File: src/rtl/bits_pkg.sv
// Shared types and helpers for the bit-request arbiter.
// With BITS_ARB_CHECK_EN defined the tag also carries the requested length.
package bits_pkg;

    localparam int WORD_W  = 32;
    localparam int LEN_W   = 4;
    localparam int DOUT_W  = 15;
    localparam int ID_W    = 3;
    localparam int MAX_REQ = 8;

    typedef struct packed {
        logic             valid;
        logic [ID_W-1:0]  id;
`ifdef BITS_ARB_CHECK_EN
        logic [LEN_W-1:0] len;
`endif
    } tag_t;

    localparam int TAG_W = $bits(tag_t);

    // One-hot pick of the first set bit of req_mask at or after ptr, wrapping at nreq.
    function automatic logic [MAX_REQ-1:0] rr_pick(
        input logic [MAX_REQ-1:0] req_mask,
        input logic [ID_W-1:0]    ptr,
        input int                 nreq
    );
        logic [MAX_REQ-1:0] pick;
        logic               found;
        logic [ID_W:0]      idx;
        pick  = '0;
        found = 1'b0;
        for (int k = 0; k < MAX_REQ; k++) begin
            idx = {1'b0, ptr} + (ID_W+1)'(k);
            if (idx >= (ID_W+1)'(nreq)) idx = idx - (ID_W+1)'(nreq);
            if (k < nreq && !found && req_mask[idx[ID_W-1:0]]) begin
                pick[idx[ID_W-1:0]] = 1'b1;
                found               = 1'b1;
            end
        end
        return pick;
    endfunction

endpackage

File: src/rtl/bits_tag_pipe.sv
// LAT-deep shift register of grant tags; the tail stage lines up with the
// extractor response strobe of the current cycle.
module bits_tag_pipe
    import bits_pkg::*;
#(
    parameter int LAT = 2
) (
    input  logic             clk,
    input  logic             rst,
    input  logic [TAG_W-1:0] tag_in,
    output logic [TAG_W-1:0] tail
);

    logic [TAG_W-1:0] stage_q [LAT];
    logic [TAG_W-1:0] stage_d [LAT];

    always_comb begin
        stage_d[0] = tag_in;
        for (int i = 1; i < LAT; i++) stage_d[i] = stage_q[i-1];
    end

    // NOTE: this array is reset on purpose: a stale valid tag surviving reset would
    // pair with a later extractor strobe and route a response nobody asked for.
    always_ff @(posedge clk or negedge rst) begin
        if (!rst) begin
            for (int i = 0; i < LAT; i++) stage_q[i] <= '0;
        end else begin
            for (int i = 0; i < LAT; i++) stage_q[i] <= stage_d[i];
        end
    end

    assign tail = stage_q[LAT-1];

endmodule

File: src/rtl/bits_req_arbiter.sv
// Shares one bit-stream extractor between NREQ requesters: word metering, level
// tracking, round-robin bit grants and response routing. BITS_ARB_CHECK_EN adds err.
module bits_req_arbiter
    import bits_pkg::*;
#(
    parameter int NREQ     = 4,
    parameter int LAT      = 2,
    parameter int BUF_BITS = 1024
) (
    input  logic                          clk,
    input  logic                          rst,
    input  logic                          src_valid,
    input  logic [31:0]                   src_data,
    output logic                          src_ready,
    output logic                          ext_pushin,
    output logic [31:0]                   ext_datain,
    output logic                          ext_reqin,
    output logic [3:0]                    ext_reqlen,
    input  logic                          ext_pushout,
    input  logic [3:0]                    ext_lenout,
    input  logic [14:0]                   ext_dataout,
    input  logic [NREQ-1:0]               req,
    input  logic [4*NREQ-1:0]             req_len,
    output logic [NREQ-1:0]               gnt,
    output logic [NREQ-1:0]               rsp_valid,
    output logic [3:0]                    rsp_len,
    output logic [14:0]                   rsp_data,
    output logic [$clog2(BUF_BITS+1)-1:0] level
`ifdef BITS_ARB_CHECK_EN
    ,
    output logic                          err
`endif
);

    localparam int               LVL_W    = $clog2(BUF_BITS + 1);
    localparam logic [LVL_W-1:0] PUSH_MAX = LVL_W'(BUF_BITS - WORD_W);

    logic [LVL_W-1:0]   level_q, level_d;
    logic [ID_W-1:0]    ptr_q, ptr_d;
    logic [NREQ-1:0]    rsp_valid_q, rsp_valid_d;
    logic [LEN_W-1:0]   rsp_len_q, rsp_len_d;
    logic [DOUT_W-1:0]  rsp_data_q, rsp_data_d;
    logic [NREQ-1:0]    eligible;
    logic [MAX_REQ-1:0] pick;
    logic [ID_W-1:0]    gnt_id;
    logic [LEN_W-1:0]   gnt_len;
    tag_t               tag_in, tail;

    // Reset also gates the combinational outputs so everything reads 0 while rst is low.
    assign src_ready  = rst && (level_q <= PUSH_MAX);
    assign ext_pushin = src_valid && src_ready;
    assign ext_datain = src_data;

    // NOTE: every comb output gets a default before any conditional update; a path
    // that leaves one unassigned would infer a latch.
    always_comb begin
        eligible = '0;
        for (int i = 0; i < NREQ; i++)
            eligible[i] = rst && req[i] && (LVL_W'(req_len[i*LEN_W +: LEN_W]) <= level_q);
        pick    = rr_pick(MAX_REQ'(eligible), ptr_q, NREQ);
        gnt_id  = '0;
        gnt_len = '0;
        for (int i = 0; i < MAX_REQ; i++)
            if (pick[i]) gnt_id = ID_W'(i);
        for (int i = 0; i < NREQ; i++)
            if (pick[i]) gnt_len = req_len[i*LEN_W +: LEN_W];
    end

    assign gnt        = pick[NREQ-1:0];
    assign ext_reqin  = |gnt;
    assign ext_reqlen = gnt_len;

    always_comb begin
        level_d = level_q + (ext_pushin ? LVL_W'(WORD_W) : '0)
                          - (ext_reqin ? LVL_W'(ext_reqlen) : '0);
        ptr_d = ptr_q;
        if (ext_reqin) ptr_d = (gnt_id == ID_W'(NREQ - 1)) ? '0 : gnt_id + ID_W'(1);

        tag_in       = '0;
        tag_in.valid = ext_reqin;
        tag_in.id    = gnt_id;
`ifdef BITS_ARB_CHECK_EN
        tag_in.len   = ext_reqlen;
`endif

        rsp_valid_d = '0;
        for (int i = 0; i < NREQ; i++)
            rsp_valid_d[i] = ext_pushout && tail.valid && (tail.id == ID_W'(i));
        rsp_len_d  = rsp_len_q;
        rsp_data_d = rsp_data_q;
        if (ext_pushout && tail.valid) begin
            rsp_len_d  = ext_lenout;
            rsp_data_d = ext_dataout;
        end
    end

    bits_tag_pipe #(.LAT(LAT)) u_tag_pipe (
        .clk    (clk),
        .rst    (rst),
        .tag_in (tag_in),
        .tail   (tail)
    );

    // NOTE: state flops use non-blocking assignments so every flop samples the
    // pre-edge value of the others, independent of statement order.
    always_ff @(posedge clk or negedge rst) begin
        if (!rst) begin
            level_q     <= '0;
            ptr_q       <= '0;
            rsp_valid_q <= '0;
            rsp_len_q   <= '0;
            rsp_data_q  <= '0;
        end else begin
            level_q     <= level_d;
            ptr_q       <= ptr_d;
            rsp_valid_q <= rsp_valid_d;
            rsp_len_q   <= rsp_len_d;
            rsp_data_q  <= rsp_data_d;
        end
    end

    assign level     = level_q;
    assign rsp_valid = rsp_valid_q;
    assign rsp_len   = rsp_len_q;
    assign rsp_data  = rsp_data_q;

`ifdef BITS_ARB_CHECK_EN
    logic            err_q, err_d;
    logic [NREQ-1:0] waiting_q, waiting_d;

    // A requester left eligible but ungranted last cycle must still be requesting now.
    always_comb begin
        waiting_d = eligible & ~gnt;
        err_d     = err_q
                  | (ext_pushout != tail.valid)
                  | (ext_pushout && tail.valid && (ext_lenout != tail.len))
                  | (|(waiting_q & ~req));
    end

    always_ff @(posedge clk or negedge rst) begin
        if (!rst) begin
            err_q     <= 1'b0;
            waiting_q <= '0;
        end else begin
            err_q     <= err_d;
            waiting_q <= waiting_d;
        end
    end

    assign err = err_q;
`endif

endmodule

File: config.mk
export PLATFORM = sky130hd
export DESIGN_NAME = bits_req_arbiter
export DESIGN_NICKNAME = d
export VERILOG_FILES = /design/src/rtl/bits_pkg.sv /design/src/rtl/bits_tag_pipe.sv /design/src/rtl/bits_req_arbiter.sv
export SDC_FILE = /design/constraint.sdc
export NUM_CORES = 1
export LEC_CHECK = 0
export BUFFER_PORTS_ARGS = -buffer_cell sky130_fd_sc_hd__buf_2
export CORE_MARGIN = 4
export CORE_UTILIZATION = 30
export CTS_BUF_LIST = sky130_fd_sc_hd__clkbuf_8
export DETAILED_ROUTE_END_ITERATION = 8
export PLACE_DENSITY = 0.59
export SYNTH_ARGS = -nofsm -noshare
export SYNTH_HDL_FRONTEND = slang
export SYNTH_HIERARCHICAL = 1
export SYNTH_SLANG_ARGS = --single-unit
File: constraint.sdc
create_clock -name clk -period 6.3 [get_ports clk]
set_clock_uncertainty 0.15 [all_clocks]
set_input_delay 0.63 -clock clk [delete_from_list [all_inputs] [get_ports clk]]
set_output_delay 0.63 -clock clk [all_outputs]
set_load 0.005 [all_outputs]
# After elaboration in Yosys (flattened, before gate mapping)
# Index checks and enable logic that the tools add are counted.
# W data, S select, Z words.
# classes
addsub	10
n_lt_le_gt_ge	17
eq_ne	4
n_mux	41
n_bitwise	3
n_reduce_logical	27
# ops
cell	n
$le A4 B11 Y1	4
$mux W3	11
$mux W8	4
$or A8 B8 Y8	3
$logic_and A1 B1 Y1	22
$mux W4	5
$lt A3 B4 Y1 const B	4
$bmux W1 S3	4
$demux W1 S3	4
$ge A3 B1 Y1 const B	4
$ge A4 B3 Y1 const B	3
$mux W1	12
$sub A3 B3 Y3 const B	4
$add A11 B6 Y11	1
$le A11 B10 Y1 const B	1
$sub A11 B4 Y11	1
$eq A3 B2 Y1 const B	3
$add A3 B2 Y4 const B	2
$mux W6	1
$add A3 B1 Y4 const B	1
$reduce_or A4 Y1	1
$add A3 B1 Y3 const B	1
$eq A3 B1 Y1 const B	1
$ge A3 B3 Y1 const B	1
2 further kinds	4
# totals
ff_bits	45
inputBits	75
out_inout_bits	77
elab_cells	109

# Longest topological paths before layout
# Gate-level depths: netlist of the first run.
# logic_depth
word_depth	23
mapped_depth	27
mapped_depth_nobuf	26

# Modules after synthesis
# Netlist of the first run, hierarchy kept.
# modules_own_cells
mod	n_inst	cells_each	area_per_inst_um2	seq_area_each_um2
bits_req_arbiter	1	332	3258.1	925.9
bits_tag_pipe	1	8	200.2	200.2

# Worst setup path after synthesis of the first run
# Ideal clock, no wire load.
# synth_path
kind	register to register
startpoint	register ptr_q[0]
endpoint	register level_q[9], in the netlist level[9]
setup_ps	79
arrival_time_ps	4671
t_required_ps	6071
path_slack_ps	1400
stages_incl_launch_ff	25
n_path_buf	1
period_less_slack_ps	4900
cell_sequence	dfrtp_1 -> buf_2 -> inv_1 -> ha_1 -> inv_1 -> or3_1 -> o22ai_1 -> or2_1 -> a21o_1 -> a31oi_1 -> or2_4 -> inv_2 -> nand2_1 -> o221a_2 -> ha_1 -> ha_1 -> fa_1 -> a21oi_1 -> nor2_1 -> nor2_1 -> o21bai_1 -> a21oi_1 -> o21bai_1 -> a21oi_1 -> xor2_1
# synth_between
word_cells_on_any_way	66
cone_classes	8 x add/sub; 12 x order compare; 32 x mux; 3 x bitwise; 11 x reduce/logical
# synth_rtl
item	line	rtl
from (decl)	bits_req_arbiter.sv:39	logic [ID_W-1:0] ptr_q, ptr_d;
from (signal assigned)	bits_req_arbiter.sv:115	ptr_q <= ptr_d;
parallel branches: the longest is 13 deep, another holds $add A3 B1 Y4	--	
$mux W8 (*)	bits_pkg.sv:35	if (k < nreq && !found && req_mask[idx[ID_W-1:0]]) begin
net gnt[2]	bits_req_arbiter.sv:24	output logic [NREQ-1:0] gnt,
$mux W4 (2 in series)	bits_req_arbiter.sv:66	if (pick[i]) gnt_len = req_len[i*LEN_W +: LEN_W];
$mux W4 (*)	bits_req_arbiter.sv:75	- (ext_reqin ? LVL_W'(ext_reqlen) : '0);
$sub A11 B4 Y11 (*)	bits_req_arbiter.sv:75	
net level_d[9]	bits_req_arbiter.sv:38	logic [LVL_W-1:0] level_q, level_d;
to (signal assigned)	bits_req_arbiter.sv:114	level_q <= level_d;
to (decl)	bits_req_arbiter.sv:38	
# Mark *: on every way through the listed nets, which the timed path passes. The select of a mux whose other input is x is not followed.
# A chain may end at the register's enable or synchronous reset.

# Worst setup path after layout of the first run
# layout_path
startpoint	register ptr_q[0]
endpoint	register level_q[9], in the netlist level[9]
# layout_between
elab_chain_cells	20
word_cells_on_any_way	66
cone_classes	8 x add/sub; 12 x order compare; 32 x mux; 3 x bitwise; 11 x reduce/logical
# layout_lines
item	line
parallel branches: the longest is 13 deep, another holds $add A3 B1 Y4	--
$mux W8 (*)	bits_pkg.sv:35
$mux W4 (4 in series)	bits_req_arbiter.sv:66
$mux W4 (*)	bits_req_arbiter.sv:75
$sub A11 B4 Y11 (*)	bits_req_arbiter.sv:75
net level_d[9]	bits_req_arbiter.sv:38
# Marks and branches as above.

==> impl_metrics.ini, run 1 <==
[synthesis]
yosys_warnings = 6
synth.avg_cell_area_sq_um = 10.2
yosysSeqAreaShare = 0.326
ys_async_sr_fraction = 1.00
synthesis.area_sq_mm = 0.00346
synth_edf_count = 0
synth_ff_type = dfrtp_1
ys_ff_latch = 45
syn_nets = 462
synth_cells = 340
synthDistinctLibCells = 62

[sta]
worstMarginPinSlew_ns = 0.859
slew_headroom = 0.426
setup_viol = 0
rsz0062_at_grt = false
slew_violations = 0
max_freq_mhz = 182
finalWorstSetupSlack_ns = 0.811
setup-tns-final_ns = 0
fin_crit_sh = 0.871
min_period_ns = 5.49
final-hold-violation-count = 0

[grt]
antenna_found_initial = 0
grt_pass1_vias = 2709
grt_pass1_wl_mm = 13.5
grt_max_degree = 47
track_usage = 0.126
gr-total-overflow = 0

[floorplan]
dieHeight_microns = 115
start_util = 0.312
die_w_microns = 115
core_area_sq_mm = 0.0111
num_rows = 38
pin_count = 152
dieArea_sq_mm = 0.0133

[worst_setup_path]
cp-end-kind = flip-flop
cpMaxStageDelayCell = dfrtp_1
worst_setup_path_start_kind = flip-flop
critical-path-max-stage-delay_ns = 0.65
rrSetupSlack_ns = 0.81
crit_arrival_ns = 5.56
path_delay_family = compound AO/OA/AOI/OAI gates
crit_buf_inv = 3
cp_cell_sequence = inv_1 -> ha_1 -> inv_1 -> or3_1 -> o22ai_1 -> or2_1 -> a21o_1 -> a31oi_1 -> or2_4 -> inv_2 -> nand2_1 -> o221a_2 -> ha_1 -> ha_1 -> fa_1 -> a21oi_1 -> nor2_1 -> nor2_1 -> o21bai_1 -> a21oi_1 -> o21bai_1 -> a21oi_1 -> xor2_1
required_ns = 6.37
worstSetupPathType = flip-flop to flip-flop
crit_fanout = 14

[clock_network]
post_cts_buffers = 0
cts_root_buffer = clkbuf_8
clockBufferDepth = 2
cts_made_buffers = 5
cts.clk_slew.worst_paths_ns = 0.09
cts_hold_buffers = 0
clock_sinks = 45
cts_resized = 0
htree_levels = 2
cts_tree = yes
insertion_delay_ns = 0.29

[drt]
wl_met2_mm = 3.77
routedWlPerCell_microns = 15.4
drt-pass1-iter-count = 5
vias = 2701
ant_nets = 0
drt-met1-wl_mm = 3.77
drtIter0Drc = 114
totalWireLength_mm = 8.33
top_layer_used = met4
drc = 0
wl_met3_microns = 665
routed_via_density = 4.98

[power_and_ir_drop]
seqPwrFrac = 0.215
power_switching_uw = 1110
p_int_uw = 1240
swShare = 0.473
irDropWorstVdd_mv = 0.419
clockPowerShare = 0.075
leakage_uw = 0.00193
power_uw = 2350
p_comb_frac = 0.710
power_density_mw_per_mm2 = 599

[cells_and_area]
final_cell_mix = buf_2, ha_1, dfrtp_1, inv_1, nor2_1
final_area_sq_mm = 0.00392
area_growth_pct = 13.4
final_common_cell = buf_2
antennaDiodeCount = 0
nets = 523
drive_gt1_frac = 0.361

[run]
drv_cap = 0

[place]
dpl-instance-area_sq_mm = 0.00383
preCtsSetupSlack_ns = 0.760
portBuffers = 87
dpl.hpwl_mm = 6.88
place.gp.congestion = 0.924

[status]
status = completed

[hold_path]
hold_class = flip-flop to flip-flop
-- cell type report --
type,instances,area [sq um]
tap,140,175
fill,1136,7160
clock inverter,3,18.8
inverter,34,128
timing repair buffer,90,458
multi-input combinational,225,1950
clock buffer,5,68.8
sequential,45,1130
-- sequential cells by signal, indices dropped and copies added (netlist names) --
signal / cells
level: 11
ptr_q: 3
rsp_data: 15
rsp_len: 4
rsp_valid: 4
u_tag_pipe/stage_d: 4
u_tag_pipe/tail: 4
-- worst paths after layout --
check,depth (start not counted),start,to
worst max-delay path,23,ptr_q[0],level[9]
worst min-delay path,0,u_tag_pipe/stage_d[3],u_tag_pipe/tail[3]
worst max register to register,23,ptr_q[0],level[9]
worst min register to register,0,u_tag_pipe/stage_d[3],u_tag_pipe/tail[3]
max in group asynchronous,2,rst,rsp_len[3]
min in group asynchronous,2,rst,u_tag_pipe/tail[0]
-- power by group through the flow --
| stage | clock, uW | combinational, uW | sequential (uW) |
|---|---|---|---|
| after global placement | 0 | 1650 | 510 |
| final | 176 | 1670 | 506 |
| after CTS | 190 | 1680 | 507 |
| after floorplan | 0 | 1220 | 496 |
| after global routing | 200 | 1870 | 524 |
| after detailed placement | 0 | 1660 | 513 |
-- metrics by stage --
step | utilization | instances | hold WS [ns]
6_report | 0.354 | 542 | 0.206
5_1_grt | 0.354 | 542 | 0.214
4_1_cts | 0.354 | 542 | 0.207
3_5_place_dp | 0.346 | 534 | 0.185
3_3_place_gp | 0.346 | 534 | 0.182
2_1_floorplan | - | 340 | 0.181
-- cells by family after synthesis --
group,after synthesis,share of synthesized area
and+or+nand+nor,81,0.134
buffers and inverters,70,0.111
AOI/OAI and AO/OA,62,0.152
adders and majority gates,47,0.172
DFF,45,0.326
muxes,26,0.0843
xor gates and xnor gates,8,0.0203
other,1,0.00108
-- routing by layer --
metal  global-route usage  vias up
li1                     -     1294
met1                0.172     1284
met2                0.201      106
met3               0.0295       17
met4               0.0329        0
met5                    0        -
-- synth_stat cells (2+ instances only) --
library cell	n	area, sq um
ha_1	46	576
dfrtp_1	45	1130
buf_4	32	240
inv_1	32	120
nor2_1	21	78.8
mux2_2	20	225
nand2_1	19	71.3
a21oi_1	15	75.1
nor3_1	6	30.0
nand4_1	5	31.3
nor2b_1	5	31.3
o21bai_1	5	37.5
o221ai_1	5	43.8
xnor2_1	5	43.8
mux2i_1	4	40.0
nand3_1	4	20.0
o211ai_2	4	50.1
a211oi_2	3	37.5
nor2_2	3	18.8
nor4b_1	3	26.3
o221a_2	3	33.8
o22ai_1	3	18.8
or3_1	3	18.8
xor2_1	3	26.3
a21o_1	2	15.0
buf_1	2	7.51
buf_2	2	10.0
inv_2	2	7.51
nor3_4	2	32.5
o211ai_1	2	15.0
o21ai_0	2	10.0
o32ai_1	2	17.5
(Power assumes the default switching activity.)
==> run 2, diff against run 1 <==
CORE_UTILIZATION = 50   (was 30)
PLACE_DENSITY = 0.88   (was 0.59)
==> run 2 against run 1 <==
  * Worst hold slack lost 0.0043 ns
  * Fmax decreased by 0.85%
  * Critical endpoint is now level[10]
  * Via count up 0.67%
  * Sequential share of layout area is 0.37 points higher
  * Die area down 38%
  * Largest power group unchanged
==> impl_metrics.ini, run 2 (synthesis results as in run 1) <==
[status]
status = completed

[cells_and_area]
drive_gt1_frac = 0.362
fillers = 579
multi_input_area_sq_mm = 0.00195
fin_cells = 481
antennaDiodeCount = 0
nets = 522
final_common_cell = buf_2
final_cell_mix = buf_2, ha_1, dfrtp_1, inv_1, nor2_1
area_growth_pct = 11.9
fin_util = 0.573
register_area_sq_mm = 0.00113
final_area_sq_mm = 0.00387
largest_register_ffs = 15

[grt]
antenna_found_initial = 0
gr-total-overflow = 0
grt_pass1_wl_mm = 13.1
grt_max_degree = 48
track_usage = 0.191
grt_pass1_vias = 2748

[worst_setup_path]
cpMaxStageDelayCell = dfrtp_1
required_ns = 6.33
cp-end-kind = flip-flop
crit_fanout = 13
worst_setup_path_start_kind = flip-flop
path_delay_family = compound AO/OA/AOI/OAI gates
crit_buf_inv = 3
crit_arrival_ns = 5.57
critical-path-max-stage-delay_ns = 0.61
cp_cell_sequence = inv_1 -> ha_1 -> inv_1 -> or3_1 -> o22ai_1 -> or2_1 -> a21o_1 -> a31oi_1 -> or2_4 -> inv_2 -> nand2_1 -> o221a_2 -> ha_1 -> ha_1 -> a21o_1 -> a21oi_1 -> o21bai_1 -> a21oi_1 -> nor2b_1 -> nor2_1 -> o21bai_1 -> a21oi_1 -> o21bai_1 -> xnor2_1
worstSetupPathType = flip-flop to flip-flop

[floorplan]
dieHeight_microns = 91.2
die_w_microns = 91.2
core_area_sq_mm = 0.00676
dieArea_sq_mm = 0.00831
pin_count = 152
num_rows = 30
start_util = 0.512

[clock_network]
cts_hold_buffers = 0
clockBufferDepth = 2
cts_made_buffers = 5
cts_root_buffer = clkbuf_8
clock_sinks = 45
htree_levels = 2
cts.clk_slew.worst_paths_ns = 0.08
post_cts_buffers = 0
insertion_delay_ns = 0.29
cts_resized = 0
cts_tree = yes

[sta]
fin_crit_sh = 0.879
setup_viol = 0
rsz0062_at_grt = false
max_freq_mhz = 181
worstMarginPinSlew_ns = 0.849
min_period_ns = 5.54
final-hold-violation-count = 0
slew_violations = 0
slew_headroom = 0.433
setup-tns-final_ns = 0

[run]
drv_cap = 0

[power_and_ir_drop]
leakage_uw = 0.00194
power_density_mw_per_mm2 = 622
irDropWorstVdd_mv = 0.495
power_uw = 2410

[place]
dpl-instance-area_sq_mm = 0.00375
dpl.hpwl_mm = 6.35
place.gp.congestion = 0.916
portBuffers = 87
place_inst = 473

[drt]
drc = 0
vias = 2719
routedWlPerCell_microns = 16.3
drtIter0Drc = 138
totalWireLength_mm = 7.83
ant_nets = 0
routed_via_density = 5.65
drt-pass1-iter-count = 4

[hold_path]
hold_class = flip-flop to flip-flop
==> run 2: cell count changes in the layout (fill, tap and decap cells not counted) <==
cell	delta
clkbuf_8	+1
inv_1	-1
clkinvlp_4	-1
bufinv_16	+1
buf_4	-1
==> run 2: area by class of cell <==
cell class | count | area share
tap | 80 | 0.0259
inverter | 34 | 0.0330
sequential | 45 | 0.291
clock inverter | 2 | 0.00970
timing repair buffer | 89 | 0.116
clock buffer | 6 | 0.0213
multi-input combinational | 225 | 0.503
==> run 2: report_power, final <==
part	total, uW	internal, uW	switching, uW	leakage, uW
Clock	223	129	94.5	0.0000574
Combinational	1680	749	928	0.00135
Sequential	509	415	94.1	0.000532
==> run 2: worst paths after layout <==
check                                      startpoint                 end  slack [ns]  cells past startpoint
min in group asynchronous                         rst            ptr_q[1]        0.36                      2
max in group asynchronous                         rst            level[8]        5.26                      2
worst min register to register  u_tag_pipe/stage_d[3]  u_tag_pipe/tail[3]        0.20                      0
worst min-delay path            u_tag_pipe/stage_d[3]  u_tag_pipe/tail[3]        0.20                      0
worst max-delay path                         ptr_q[1]           level[10]        0.76                     24
worst max register to register               ptr_q[1]           level[10]        0.76                     24
==> run 2: metal layers <==
layer,up-vias,track usage,routed length (microns)
li1,1294,-,-
met1,1317,0.245,3270
met2,98,0.324,3970
met3,10,0.0464,532
met4,0,0.0440,55
met5,-,0,0
==> run 2: metrics by stage <==
| stage | hold WS [ns] | worst slack, ns |
|---|---|---|
| 4_1_cts | 0.206 | 0.818 |
| 3_3_place_gp | 0.183 | 0.855 |
| 5_1_grt | 0.213 | 0.300 |
| 6_report | 0.202 | 0.764 |
| 3_5_place_dp | 0.186 | 0.743 |
| 2_1_floorplan | 0.181 | 1.40 |
